`src/rtl/neighborhood_window_gen.sv`:
```
// 3x3 binary neighbourhood window generator over a raster pixel stream.
// Emits only interior windows, one cycle after the bottom-right pixel arrives.
module neighborhood_window_gen #(
    parameter int IMG_WIDTH  = 16,
    parameter int IMG_HEIGHT = 16
) (
    input  logic                          clk,
    input  logic                          rst,
    input  logic                          in_valid,
    output logic                          in_ready,
    input  logic                          in_pixel,
    input  logic                          in_sof,
    output logic                          out_valid,
    input  logic                          out_ready,
    output logic [8:0]                    neighbors_state,
    output logic [$clog2(IMG_HEIGHT)-1:0] out_row,
    output logic [$clog2(IMG_WIDTH)-1:0]  out_col,
    output logic                          out_last
);

    localparam int RW = $clog2(IMG_HEIGHT);
    localparam int CW = $clog2(IMG_WIDTH);
    localparam logic [RW-1:0] ROW_MAX = RW'(IMG_HEIGHT - 1);
    localparam logic [CW-1:0] COL_MAX = CW'(IMG_WIDTH - 1);

    typedef enum logic {
        FILL,
        STREAM
    } state_e;

    state_e          state_q, state_d;
    logic [RW-1:0]   row_q, row_d;
    logic [CW-1:0]   col_q, col_d;
    logic [RW-1:0]   pos_row;
    logic [CW-1:0]   pos_col;
    logic            col_wrap;
    logic            row_wrap;
    logic            accept;
    logic            emit;

    logic [IMG_WIDTH-1:0] lb1_q;
    logic [IMG_WIDTH-1:0] lb2_q;

    // Window columns: bit0 = row r-2, bit1 = row r-1, bit2 = row r.
    logic [2:0]      c1_q;
    logic [2:0]      c2_q;
    logic [2:0]      nc;
    logic [8:0]      win_d;

    logic            out_valid_q;
    logic            out_last_q;
    logic [8:0]      ns_q;
    logic [RW-1:0]   out_row_q;
    logic [CW-1:0]   out_col_q;

    assign in_ready = !out_valid_q || out_ready;
    assign accept   = in_valid && in_ready;

    // An in_sof pixel overrides the counters and sits at (0,0).
    assign pos_row  = in_sof ? '0 : row_q;
    assign pos_col  = in_sof ? '0 : col_q;
    assign col_wrap = (pos_col == COL_MAX);
    assign row_wrap = (pos_row == ROW_MAX);

    always_comb begin
        col_d = col_wrap ? '0 : pos_col + 1'b1;
        row_d = pos_row;
        if (col_wrap) begin
            row_d = row_wrap ? '0 : pos_row + 1'b1;
        end
    end

    always_comb begin
        state_d = state_q;
        if (in_sof) begin
            state_d = FILL;
        end else if (state_q == STREAM) begin
            if (row_wrap && col_wrap) begin
                state_d = FILL;
            end
        end else if (pos_row == RW'(1) && col_wrap) begin
            state_d = STREAM;
        end
    end

    assign emit = accept && (state_q == STREAM) && !in_sof
               && (pos_col >= CW'(2));

    assign nc = {in_pixel, lb1_q[pos_col], lb2_q[pos_col]};

    assign win_d = {c1_q[1], c2_q[1], c2_q[2], c1_q[2],
                    nc[2], nc[1], nc[0], c1_q[0], c2_q[0]};

    always_ff @(posedge clk) begin
        if (accept) begin
            lb2_q[pos_col] <= lb1_q[pos_col];
            lb1_q[pos_col] <= in_pixel;
        end
    end

    always_ff @(posedge clk or negedge rst) begin
        if (!rst) begin
            state_q     <= FILL;
            row_q       <= '0;
            col_q       <= '0;
            c1_q        <= '0;
            c2_q        <= '0;
            out_valid_q <= 1'b0;
            out_last_q  <= 1'b0;
            ns_q        <= '0;
            out_row_q   <= '0;
            out_col_q   <= '0;
        end else begin
            if (accept) begin
                state_q <= state_d;
                row_q   <= row_d;
                col_q   <= col_d;
                c2_q    <= c1_q;
                c1_q    <= nc;
            end
            if (emit) begin
                out_valid_q <= 1'b1;
                ns_q        <= win_d;
                out_row_q   <= pos_row - 1'b1;
                out_col_q   <= pos_col - 1'b1;
                out_last_q  <= row_wrap && col_wrap;
            end else if (out_ready) begin
                out_valid_q <= 1'b0;
            end
        end
    end

    assign out_valid       = out_valid_q;
    assign out_last        = out_last_q;
    assign neighbors_state = ns_q;
    assign out_row         = out_row_q;
    assign out_col         = out_col_q;

endmodule

```
`config.mk`:
```
export PLATFORM = sky130hd
export DESIGN_NAME = neighborhood_window_gen
export DESIGN_NICKNAME = d
export VERILOG_FILES = /design/src/rtl/neighborhood_window_gen.sv
export SDC_FILE = /design/constraint.sdc
export NUM_CORES = 1
export LEC_CHECK = 0
export CAP_MARGIN = 0
export CORE_MARGIN = 2
export CORE_UTILIZATION = 40
export DETAILED_ROUTE_END_ITERATION = 10
export SYNTH_ARGS = -nofsm -noshare
export SYNTH_HDL_FRONTEND = slang
export SYNTH_SLANG_ARGS = --single-unit
export TNS_END_PERCENT = 30
```
`constraint.sdc`:
```
create_clock -name clk -period 2.16 [get_ports clk]
set_input_delay 0.432 -clock clk [delete_from_list [all_inputs] [get_ports clk]]
set_output_delay 0.432 -clock clk [all_outputs]
set_load 0.03 [all_outputs]
```
# After elaboration in Yosys (flattened, before gate mapping)
# Index checks and enable logic that the tools add are counted.
# classes
n_addsub	4
muxes	19
eq_ne	3
n_lt_le_gt_ge	3
n_reduce_logical	11
# ops
operator	n
$bwmux 16	2
$mux 4	5
$mux 1	9
$add 4x1->4 const B	2
$bmux 1 s4	2
$eq 4x4->1 const B	2
$sub 4x1->4 const B	2
$logic_and 1x1->1	7
$lt 4x5->1 const B	1
$demux 1 s4	1
$eq 4x1->1 const B	1
$ge 4x1->1 const B	1
$ge 4x2->1 const B	1
$logic_not 1->1	2
$reduce_bool 2->1	1
$logic_or 1x1->1	1
# word_totals
word_cells	52
inputBits	6
output_inout_bits	20
reg_bits	66

# Longest topological paths before layout
# logic_depth
depth_word	7
mapped_depth	7
ltp_nobuf	5

# Worst setup path after synthesis
# No wires, ideal clock.
# synth_timing
path_kind	register -> register
from	register out_valid_q, in the netlist out_valid
to	register ns_q[1], in the netlist neighbors_state[1]
t_arrival_ps	1987
stages_incl_launch_ff	7
setup_ps	125
synth_period_minus_slack_ps	2111
required_ps	2035
setup_slack_ps	49
path_buffers	2
path_cell_list	dfrtp_1 > nand2b_1 > and2_1 > buf_2 > nand4_1 > buf_2 > mux2_2
# synth_via
elab_chain_len	6
# synth_rtl
item	line	source
start: declaration	50	logic out_valid_q;
start signal: assignment	108	out_valid_q <= 1'b0;
start signal: assignment	122	out_valid_q <= 1'b1;
start signal: assignment	128	out_valid_q <= 1'b0;
$logic_not 1->1	56	assign in_ready = !out_valid_q || out_ready;
$logic_or 1x1->1	56	
named net in_ready	10	output logic in_ready,
$logic_and 1x1->1	57	assign accept = in_valid && in_ready;
$logic_and 1x1->1 (2 in series)	86	assign emit = accept && (state_q == STREAM) && !in_sof
$logic_and 1x1->1	87	&& (pos_col >= CW'(2));
end signal: assignment	123	ns_q <= win_d;
end: declaration	52	logic [8:0] ns_q;
# The timed path passes the listed nets, and every way through them passes these cells.
# A chain may end at the register's enable or synchronous reset.

# Worst setup path after layout
# layout_timing
from	register col_q[0]
to	register lb2_q[7] (data pin)
# layout_via
word_cells_on_any_way	9
classes_between	order compare: 2; mux: 6; reduce/logical: 1
# layout_rtl
item	line	source
start: declaration	33	logic [CW-1:0] col_q, col_d;
start signal: assignment	117	col_q <= col_d;
$mux 4	61	assign pos_col = in_sof ? '0 : col_q;
$bmux 1 s4	-	
$mux 1	-	
named net nc[1]	47	logic [2:0] nc;
$bwmux 16	96	lb2_q[pos_col] <= lb1_q[pos_col];
end signal: indexed assignment	96	
end: declaration	42	logic [IMG_WIDTH-1:0] lb2_q;
# The timed path passes the listed nets, and every way through them passes these cells. The select of a mux whose other input is x is not followed.

==> out/results.tsv <==
metric	value	unit
cts_buffers	9	
worstSetupEndpointType	flip-flop	
path_max_fanout	10	
grt_util_met3	0.0397	
nNetsFinal	305	
ir_drop	0.000688	V
clock_latency	330	ps
die_w	89.3	µm
rsz0062_at_grt	no	
wire_per_inst	15.4	µm
use_met1	0.241	
leakage	1.55	nW
timing.final.crit_share	0.957	
root_buffer	clkbuf_8	
hold_path_end	c2_q[1]$_DFFE_PN0P_	
place_hpwl	4.44	mm
layout-drive-gt1-share	0.233	
synth_cells	242	
criticalPathCategory	flip-flop to flip-flop	
hp-start	c2_q[1]$_DFFE_PN0P_	
status	finished clean	
core_region_area	7140	µm²
finalSetupViolCount	0	
synth_nets	251	
cts.sinks	66	
syn_area_per_cell	12.0	µm²
initial_core_util	0.408	
cts_tree	built	
initialDrtViolationCount	173	
yosys_warnings	0	
rows	31	
totalWireLength	6.14	mm
layout_commonest_cell	dfrtp_1	
place_area	3490	µm²
crit_path_start_kind	flip-flop	
min_period	2070	ps
dr.pass1.iters	4	
min_path_type	flip-flop to flip-flop	
maxCapViolCount	0	
ant_nets	0	
final_cell_mix	dfrtp_1, edfxtp_1, buf_4, nand2_1, clkdlybuf4s50_1	
p_per_area	1200	nW/µm²
grtUsageTotal	0.172	
cp_data_required_time	2240	ps
seq_area_frac_synth	0.622	
area_growth	27.2	%
reg2reg_setup_slack	90	ps
fmax	0.484	GHz
clock_skew	12.3	ps
grt-busiest-layer	met2	
worstReg2RegEnd	lb2_q[7]$_DFFE_PP_	
ioPinCount	26	
design_area	3700	µm²
pre_cts_slack	-325	ps
use_met2	0.262	
clockBufferDepth	2	
fin_ws	93.4	ps
hold_violations	0	
cp_data_arrival_time	2150	ps
finalMaxSlewViolations	0	
finalPower	0.00443	W
yosysUniqueCellTypes	42	
grt_first_pass_wirelength	10.2	mm
grt_max_degree	35	
rr_startpoint	col_q[0]$_DFFE_PN0P_	
grt.overflow.total	0	
path_clk_slew	70	ps
die_h	89.3	µm
routabilityCongestion	0.872	
reg2reg_depth	5	
netlist_area	2910	µm²
antenna_found_initial	0	
min_path_cells	2	
portBuffers	25	
max_slew.worst_pin.slew	439	ps
relSlewSlack	0.707	
grt_pass1_vias	1974	
antenna_cells	0	
drc	0	
vias	2010	
htreeDepth	3	
routed_via_density	5.03	
synth-seq-cells	66	
die_area	7980	µm²
==> synthesized netlist by cell type <==
| master | count | area share |
|---|---|---|
| and3b_1 | 3 | 0.0090 |
| xnor2_1 | 2 | 0.0060 |
| nand2_1 | 31 | 0.040 |
| and4_1 | 1 | 0.0030 |
| buf_2 | 5 | 0.0086 |
| inv_1 | 5 | 0.0064 |
| nand2b_1 | 2 | 0.0043 |
| or3_1 | 2 | 0.0043 |
| mux2i_1 | 10 | 0.034 |
| o221ai_1 | 1 | 0.0030 |
| buf_6 | 1 | 0.0039 |
| nor2_1 | 18 | 0.023 |
| or4_4 | 1 | 0.0039 |
| a22o_1 | 1 | 0.0030 |
| xor2_1 | 1 | 0.0030 |
| nor4_1 | 3 | 0.0064 |
| nor2b_2 | 1 | 0.0030 |
| a41oi_1 | 1 | 0.0030 |
| o22ai_1 | 1 | 0.0022 |
| nand3_1 | 5 | 0.0086 |
| mux2_2 | 15 | 0.058 |
| o31ai_1 | 1 | 0.0026 |
| clkbuf_1 | 8 | 0.010 |
| a221o_1 | 2 | 0.0069 |
| o21ai_0 | 17 | 0.029 |
| and2_1 | 1 | 0.0022 |
| nor2b_1 | 3 | 0.0064 |
| buf_4 | 2 | 0.0052 |
| a31oi_1 | 3 | 0.0064 |
| and3_1 | 2 | 0.0043 |
| a211oi_1 | 4 | 0.010 |
| ha_1 | 3 | 0.013 |
| inv_2 | 2 | 0.0026 |
| dfrtp_1 | 34 | 0.29 |
| a221oi_2 | 1 | 0.0052 |
| edfxtp_1 | 32 | 0.33 |
| nand4_1 | 2 | 0.0043 |
| a21oi_1 | 3 | 0.0052 |
| a221oi_1 | 4 | 0.012 |
| nor3b_1 | 1 | 0.0026 |
| nor3_1 | 6 | 0.010 |
| o21ai_1 | 1 | 0.0017 |
==> per-stage QoR <==
step / utilization / hold slack [ps] / instances / setup TNS (ps)
global placement: 0.490 / 460 / 384 / -6800
finish: 0.519 / 482 / 400 / 0
floorplan: - / 136 / 242 / 0
global route: 0.519 / 508 / 400 / 0
detailed placement: 0.490 / 461 / 384 / -7830
CTS: 0.518 / 486 / 400 / 0
==> repair_timing <==
item | CTS | global route
buffers inserted | 0 | 0
hold buffers | 0 | 0
resized for setup | 0 | 2
setup endpoints to repair | 0 | 16
hold endpoints to repair | 0 | 0
==> flip-flops by register name, summed over array words and instances (netlist names) <==
name / flops
lb1_q: 16
lb2_q: 16
neighbors_state: 9
col_q: 4
out_col: 4
out_row: 4
row_q: 4
c1_q: 3
c2_q: 3
out_last: 1
out_valid: 1
state_q: 1
==> where the power goes <==
| group | switching, W | internal, W | leakage (nW) | total (W) |
|---|---|---|---|---|
| logic | 0.000866 | 0.000733 | 0.717 | 0.00160 |
| registers | 0.000158 | 0.00162 | 0.725 | 0.00178 |
| clock network | 0.000451 | 0.000602 | 0.105 | 0.00105 |
| total | 0.00148 | 0.00295 | 1.55 | 0.00443 |
==> critical path, cell delays in order, from the launching register on <==
cell and delay (ps):
dfrtp_2 440, buf_4 200, mux2i_1 270, a211oi_1 110, or4_4 620, buf_12 170
==> routing by layer <==
metal / wire, µm / vias up / share of wire
met1: 2950 / 995 / 0.48
met4: 34 / 0 / 0.0055
met3: 153 / 2 / 0.025
met2: 3010 / 34 / 0.49
met5: 0 / - / 0
li1: - / 979 / -
==> worst max path at each step <==
stage	from	endpoint	slack, ps	cells after the start
3_3_place_gp	in_sof	lb2_q[5]$_DFFE_PP_	-290	6
6_report	col_q[0]$_DFFE_PN0P_	lb2_q[7]$_DFFE_PP_	90	5
5_1_grt	col_q[0]$_DFFE_PN0P_	c1_q[0]$_DFFE_PN0P_	30	6
3_5_place_dp	in_sof	lb2_q[9]$_DFFE_PP_	-330	6
4_1_cts	in_sof	lb2_q[6]$_DFFE_PP_	20	6
2_1_floorplan	out_valid$_DFFE_PN0P_	neighbors_state[1]$_DFFE_PN0P_	50	6
==> logic make-up (layout without fill, tap and decap cells) <==
| logic type | count (synthesis) | count (layout) | share of synthesized area |
|---|---|---|---|
| xor gates and xnor gates | 3 | 3 | 0.00903 |
| adders and majority gates | 3 | 3 | 0.0129 |
| and+or+nand+nor | 82 | 82 | 0.136 |
| muxes | 25 | 25 | 0.0924 |
| buffers and inverters | 23 | 82 | 0.0370 |
| DFF | 66 | 66 | 0.622 |
| AOI/OAI and AO/OA | 40 | 40 | 0.0907 |
==> cell type report <==
| class | count | area, µm² |
|---|---|---|
| Fill cell | 662 | 3430 |
| Sequential cell | 66 | 1810 |
| Multi-Input combinational cell | 153 | 992 |
| Timing Repair Buffer | 59 | 543 |
| Clock buffer | 12 | 156 |
| Tap cell | 99 | 124 |
| Clock inverter | 4 | 48.8 |
| Inverter | 7 | 26.3 |
No activity file was read; power rests on OpenSTA's default activity.
